$ cat config.mk
export PLATFORM = sky130hd
export DESIGN_NAME = branch_predict_ctrl_flat
export DESIGN_NICKNAME = d
export VERILOG_FILES = /design/src/rtl/branch_predict_ctrl_if.sv /design/src/rtl/branch_predict_ctrl.sv /design/src/flat_wrapper.sv
export SDC_FILE = /design/constraint.sdc
export NUM_CORES = 1
export LEC_CHECK = 0
export ABC_AREA = 1
export ABC_CLOCK_PERIOD_IN_PS = 3500
export CELL_PAD_IN_SITES_DETAIL_PLACEMENT = 1
export CELL_PAD_IN_SITES_GLOBAL_PLACEMENT = 2
export CORE_UTILIZATION = 35
export CTS_CLUSTER_SIZE = 30
export DETAILED_ROUTE_END_ITERATION = 16
export GPL_TIMING_DRIVEN = 0
export PLACE_DENSITY_LB_ADDON = 0.1
export REMOVE_ABC_BUFFERS = 1
export SLEW_MARGIN = 15
export SYNTH_ARGS = -nofsm -noshare
export SYNTH_HDL_FRONTEND = slang
export SYNTH_SLANG_ARGS = --single-unit
$ cat constraint.sdc
create_clock -name clk -period 3.5 [get_ports clk]
set_input_delay 0.525 -clock clk [delete_from_list [all_inputs] [get_ports clk]]
set_output_delay 0.525 -clock clk [all_outputs]
set_load 0.1 [all_outputs]
$ cat src/rtl/branch_predict_ctrl_if.sv
// Predictor <-> core signal bundle: ID lookup/push, EX2 resolve, and status.
// The stat_* signals exist only when BP_STATS_EN is defined.
interface branch_predict_ctrl_if #(
  parameter int unsigned QDEPTH = 2
);
  logic                      id_is_branch;
  logic [31:0]               id_pc;
  logic                      id_advance;
  logic                      pred_taken;
  logic                      q_full;
  logic                      ex_resolve;
  logic                      ex_taken;
  logic                      mispredict;
  logic [$clog2(QDEPTH):0]   q_count;
  logic                      underflow_err;
`ifdef BP_STATS_EN
  logic [15:0]               stat_branches;
  logic [15:0]               stat_mispredicts;
`endif

  modport master (
    output id_is_branch, id_pc, id_advance, ex_resolve, ex_taken,
    input  pred_taken, q_full, mispredict, q_count, underflow_err
`ifdef BP_STATS_EN
    , input stat_branches, stat_mispredicts
`endif
  );

  modport slave (
    input  id_is_branch, id_pc, id_advance, ex_resolve, ex_taken,
    output pred_taken, q_full, mispredict, q_count, underflow_err
`ifdef BP_STATS_EN
    , output stat_branches, stat_mispredicts
`endif
  );
endinterface

$ cat src/rtl/branch_predict_ctrl.sv
// 2-bit saturating-counter branch predictor with an in-flight prediction FIFO.
// Define BP_STATS_EN to add saturating branch/mispredict statistics counters.
module branch_predict_ctrl #(
  parameter int unsigned INDEX_W = 6,
  parameter int unsigned QDEPTH  = 2
) (
  input logic                  clk,
  input logic                  rst,
  branch_predict_ctrl_if.slave bp
);
  localparam int unsigned Entries = 1 << INDEX_W;
  localparam int unsigned PtrW    = (QDEPTH > 1) ? $clog2(QDEPTH) : 1;
  localparam int unsigned CntW    = $clog2(QDEPTH) + 1;

  logic [1:0]         ctr_tbl    [Entries];
  logic [INDEX_W-1:0] fifo_idx_q [QDEPTH];
  logic               fifo_pred_q[QDEPTH];
  logic [PtrW-1:0]    rd_ptr_q, wr_ptr_q;
  logic [CntW-1:0]    count_q;
  logic               underflow_q;

  logic [INDEX_W-1:0] lookup_idx;
  logic [INDEX_W-1:0] head_idx;
  logic               full;
  logic               push;
  logic               pop;
  logic               mispred;
  logic               unused_pc;

  assign unused_pc  = ^bp.id_pc[31:INDEX_W];
  assign lookup_idx = bp.id_pc[INDEX_W-1:0];
  assign head_idx   = fifo_idx_q[rd_ptr_q];
  assign full       = (count_q == CntW'(QDEPTH));
  assign push       = bp.id_is_branch & bp.id_advance & ~full;
  assign pop        = bp.ex_resolve & (count_q != '0);
  assign mispred    = pop & (fifo_pred_q[rd_ptr_q] ^ bp.ex_taken);

  // Lookup reads the registered table, so a same-cycle update is not bypassed.
  assign bp.pred_taken    = bp.id_is_branch & ctr_tbl[lookup_idx][1];
  assign bp.q_full        = full;
  assign bp.mispredict    = mispred;
  assign bp.q_count       = count_q;
  assign bp.underflow_err = underflow_q;

  always_ff @(posedge clk) begin
    if (push) begin
      fifo_idx_q[wr_ptr_q]  <= lookup_idx;
      fifo_pred_q[wr_ptr_q] <= bp.pred_taken;
    end
  end

  always_ff @(posedge clk or negedge rst) begin
    if (!rst) begin
      rd_ptr_q    <= '0;
      wr_ptr_q    <= '0;
      count_q     <= '0;
      underflow_q <= 1'b0;
    end else begin
      if (bp.ex_resolve && count_q == '0) underflow_q <= 1'b1;
      // A mispredict squashes every younger entry, including a same-cycle push.
      if (mispred) begin
        rd_ptr_q <= '0;
        wr_ptr_q <= '0;
        count_q  <= '0;
      end else begin
        if (push) wr_ptr_q <= wr_ptr_q + PtrW'(1);
        if (pop)  rd_ptr_q <= rd_ptr_q + PtrW'(1);
        count_q <= count_q + CntW'(push) - CntW'(pop);
      end
    end
  end

  always_ff @(posedge clk or negedge rst) begin
    if (!rst) begin
      for (int i = 0; i < int'(Entries); i++) ctr_tbl[i] <= 2'd1;
    end else if (pop) begin
      if (bp.ex_taken) begin
        if (ctr_tbl[head_idx] != 2'd3) ctr_tbl[head_idx] <= ctr_tbl[head_idx] + 2'd1;
      end else begin
        if (ctr_tbl[head_idx] != 2'd0) ctr_tbl[head_idx] <= ctr_tbl[head_idx] - 2'd1;
      end
    end
  end

`ifdef BP_STATS_EN
  logic [15:0] stat_br_q, stat_mis_q;

  always_ff @(posedge clk or negedge rst) begin
    if (!rst) begin
      stat_br_q  <= '0;
      stat_mis_q <= '0;
    end else begin
      if (pop && stat_br_q != 16'hFFFF)      stat_br_q  <= stat_br_q + 16'd1;
      if (mispred && stat_mis_q != 16'hFFFF) stat_mis_q <= stat_mis_q + 16'd1;
    end
  end

  assign bp.stat_branches    = stat_br_q;
  assign bp.stat_mispredicts = stat_mis_q;
`endif

endmodule

$ cat src/flat_wrapper.sv
// flat-port wrapper written by rule: the top's interface ports become plain ports
module branch_predict_ctrl_flat 
#(
  parameter int unsigned INDEX_W = 6,
  parameter int unsigned QDEPTH  = 2
)
  (clk, rst, bp_id_is_branch, bp_id_pc, bp_id_advance, bp_ex_resolve, bp_ex_taken, bp_pred_taken, bp_q_full, bp_mispredict, bp_q_count, bp_underflow_err);
  branch_predict_ctrl_if #(.QDEPTH(QDEPTH)) bp_i ();
  input logic clk;
  input logic rst;
  input wire logic [$bits(bp_i.id_is_branch)-1:0] bp_id_is_branch;
  input wire logic [$bits(bp_i.id_pc)-1:0] bp_id_pc;
  input wire logic [$bits(bp_i.id_advance)-1:0] bp_id_advance;
  input wire logic [$bits(bp_i.ex_resolve)-1:0] bp_ex_resolve;
  input wire logic [$bits(bp_i.ex_taken)-1:0] bp_ex_taken;
  output wire logic [$bits(bp_i.pred_taken)-1:0] bp_pred_taken;
  output wire logic [$bits(bp_i.q_full)-1:0] bp_q_full;
  output wire logic [$bits(bp_i.mispredict)-1:0] bp_mispredict;
  output wire logic [$bits(bp_i.q_count)-1:0] bp_q_count;
  output wire logic [$bits(bp_i.underflow_err)-1:0] bp_underflow_err;
  assign bp_i.id_is_branch = bp_id_is_branch;
  assign bp_i.id_pc = bp_id_pc;
  assign bp_i.id_advance = bp_id_advance;
  assign bp_i.ex_resolve = bp_ex_resolve;
  assign bp_i.ex_taken = bp_ex_taken;
  assign bp_pred_taken = bp_i.pred_taken;
  assign bp_q_full = bp_i.q_full;
  assign bp_mispredict = bp_i.mispredict;
  assign bp_q_count = bp_i.q_count;
  assign bp_underflow_err = bp_i.underflow_err;
  branch_predict_ctrl #(.INDEX_W(INDEX_W), .QDEPTH(QDEPTH)) u_core (.clk(clk), .rst(rst), .bp(bp_i));
endmodule
==> results.md <==
- Share of flip-flops with an asynchronous set or reset after synthesis: 0.905
- Area contributors post-synth: nand2_1 (23%), dfrtp_1 (21%), dfstp_2 (21%)
- Antenna violations before repair: 0
- Clock-pin slew of the registers on the worst-case setup and hold paths: approximately 0.060 ns
- Die Height: approximately 150 µm
- Netlist Area Pre-Place: roughly 0.0081 mm²
- Power spent charging and discharging nets: 5.03 mW
- Count of buffer and inverter cells on the critical path: 5
- Switching Fraction: 0.475
- Maximum VDD drop: ~970 µV
- Ys flop type: dfrtp_1
- Combinational share of power: 0.560
- WL per Instance: about 22 µm
- CTS Root Buffer Type: clkbuf_16
- Lkg Pwr: 4.53 nW
- Cell type with the largest total area after synthesis: nand2_1
- Worst EP required: between 3 and 4 ns
- Worst rel slew slack: 0.354
- Final number of max-transition violations: 0
- Core box area: between 0.02 and 0.025 mm²
- Ratio of final minimum period to clock period: 0.965
- Kind of cell with the highest combined delay on the critical path: simple AND/OR/NAND/NOR gates
- Path type of the worst min-delay path: in -> async
- Proportion of layout cells with a drive suffix above 1: 0.232
- CTS sink count: 147
- Number of H-tree branching levels: 4
- Synth top area share: 0.227
- Wire length of the first global-routing pass: between 40 and 50 mm
- Post-place setup slack: -1.88 ns
- Clock skew: around 0.014 ns
- Post-synth EDFFs: 14
- Sequence of cells on the critical path: buf_4 > clkinv_2 > nand2_2 > nand2_8 > nor2_4 > buf_12 > nand3_1 > nand2_1 > o21ai_2 > nand2_2 > nor2_4 > nand2_8 > ha_1 > nor2_2 > o21a_4 > nand3_4 > buf_4 > nor2_2 > inv_2 > nand2_1 > o21ai_0
- CTS Buffer Depth: 2
- Count of yosys warnings during synthesis: 0
- Number of buffers created by CTS: 17
- Fin Hold WS: ~0.022 ns
- Mean number of vias per cell: around 5.2
- Int Power: between 5 and 6 mW
- Setup Crit Path Kind: reg -> reg
- Most numerous cell in the Yosys netlist: nand2_1
- Number of maximum-capacitance violations: 0
- Status: complete, no violations
- Weighted congestion reported at the end of routability-driven placement: approximately 0.74
- Slowest stage cell on the critical path: dfrtp_2
- Smallest setup slack after layout: 0.123 ns
- Core occupancy in the finished layout: 0.463
- Worst Setup End Kind: register
- Layout overhead on the synthesized area: 29.5%
- # rows: between 50 and 60
- Width of the chip: about 150 µm
- Ant diodes: 0
- Multi-input combinational cell area: approximately 0.0043 mm²
- Sequential fraction of the synthesis area: 0.472
- Number of remaining DRC errors: 0
- Count of pins on the block boundary: 44
- Register Area: about 0.0038 mm²
- Slew at the pin closest to its max-slew limit: approximately 0.97 ns
- Total number of vias: 7971
- Detailed Route Iter0 Violations: 474
- Total die area: about 0.024 mm²
- Hold Vio Cnt, Final: 0
- Post-DP HPWL: 17.3 mm
- Number of routed nets with antenna violations: 0
- Final wirelength: 33.5 mm
- Maximum cell stage delay along the critical path: roughly 0.5 ns
- Arrival time reported for the critical path endpoint: about 3.7 ns
- Commonest cells in the synthesized netlist: nand2_1 (491), nor2_1 (142), inv_1 (101)
- Sequential Power Share: 0.260
- Avg Cell Area, Syn: between 7 and 8 µm²
- Highest clock frequency the design can meet: 296 MHz
- Clock tree from TritonCTS: yes
- Number of nets in the finished design: approximately 1.3k
- Placed Instance Area: 0.00858 mm²
- Clk Latency, worst-skew pair: about 0.44 ns
- Crit path max fanout: 8
- Min cycle time layout: 3.38 ns
- Setup violation total in the final timing report: 0
- Number of buffer cells added on primary ports: 17
- PnR Total Power: about 11 mW
- Proportion of power drawn by the clock network: 0.180
- Number of storage elements in the synthesis netlist: 147
- Fill count: 2749
- Vias in the first global route: 8104
- CP startpoint kind: register
- Cell area power density: 1010 mW/mm²
- Total overflow reported by the global router: 0
- Post-Syn Instances: approximately 1.2k
- Distinct cell type count after synthesis: 32
- Largest net degree at the start of global routing: 76
- Initial core utilization: 0.357
- Global router's overall resource usage: 0.286
- Iteration count of the initial detailed-routing pass: 6
- Finished Cell Area: ~0.011 mm²
==> what timing repair did <==
item	4_1_cts	5_1_grt
gates resized for setup	80	89
hold buffers	0	0
pin swaps	23	15
endpoints found under the hold margin	0	0
setup buffers	48	9
gates cloned	9	4
endpoints found under the setup margin	129	130
==> kinds of logic (layout without fill, tap and decap cells) <==
logic type / count (synthesis) / in the layout / synth area share
AND/OR/NAND/NOR: 733 / 740 / 0.362
flip-flops: 147 / 147 / 0.472
buffers and inverters: 146 / 221 / 0.0769
AO/OA/AOI/OAI: 122 / 122 / 0.0788
adder cells (fa/ha/maj): 4 / 4 / 0.00617
XOR/XNOR: 4 / 5 / 0.00432
==> final timing paths <==
| check | depth (start not counted) | endpoint | startpoint | slack (ns) |
|---|---|---|---|---|
| max in group asynchronous | 2 | async pin | rst | 2.67 |
| max reg2reg | 21 | u_core.ctr_tbl[71]$_DFFE_PN0P_ | u_core.rd_ptr_q$_DFFE_PN0P_ | 0.12 |
| min in group clk | 2 | register | register | 0.47 |
| min | 1 | u_core.ctr_tbl[81]$_DFFE_PN0P_ | rst | 0.02 |
| max | 21 | u_core.ctr_tbl[71]$_DFFE_PN0P_ | u_core.rd_ptr_q$_DFFE_PN0P_ | 0.12 |
| min reg2reg | 2 | register | register | 0.47 |
==> layer usage <==
layer	routed length (µm)	part of all wire	global-route usage
met5	0	0	0
met4	887	0.027	0.0882
met3	1130	0.034	0.0308
met1	15500	0.46	0.389
met2	16000	0.48	0.479
==> layout by cell type, fill, tap and decap left out, types with 4 or more instances in the layout <==
cell,n
dfstp_2,64
inv_1,86
nor2_4,14
a21oi_1,6
dfrtp_1,68
buf_16,5
buf_6,6
nor2_1,93
edfxtp_1,14
nand2_8,11
nand3_4,8
clkbuf_16,18
o211ai_1,4
nand2_1,476
clkdlybuf4s50_1,11
o21ai_1,13
nand3_1,72
buf_4,36
nand2_2,11
o21ai_2,5
o21ai_0,90
nor2_2,39
clkinvlp_4,4
buf_12,16
inv_2,16
nand2_4,7
==> power by group through the flow <==
stage | clock, mW | combinational, mW | sequential (mW)
after global routing | 1.99 | 6.35 | 2.82
after floorplan | 0 | 2.03 | 2.68
after detailed placement | 0 | 4.30 | 2.76
after global placement | 0 | 2.92 | 2.65
final | 1.91 | 5.93 | 2.76
after CTS | 1.94 | 5.60 | 2.74
==> area by class of cell <==
type	instances	area share
tap	285	0.0339
timing repair inverter	1	0.000476
clock inverter	11	0.0118
sequential	147	0.364
multi-input combinational	871	0.405
inverter	106	0.0398
timing repair buffer	82	0.0997
clock buffer	21	0.0448
==> stage by stage <==
stage,cells,setup TNS [ns]
after global placement,1418,-1087.49
final,1524,0
after global routing,1524,-3.46
after detailed placement,1423,-222.20
after floorplan,1116,-153.62
after CTS,1512,0
Power figures use the tool's default switching activity.
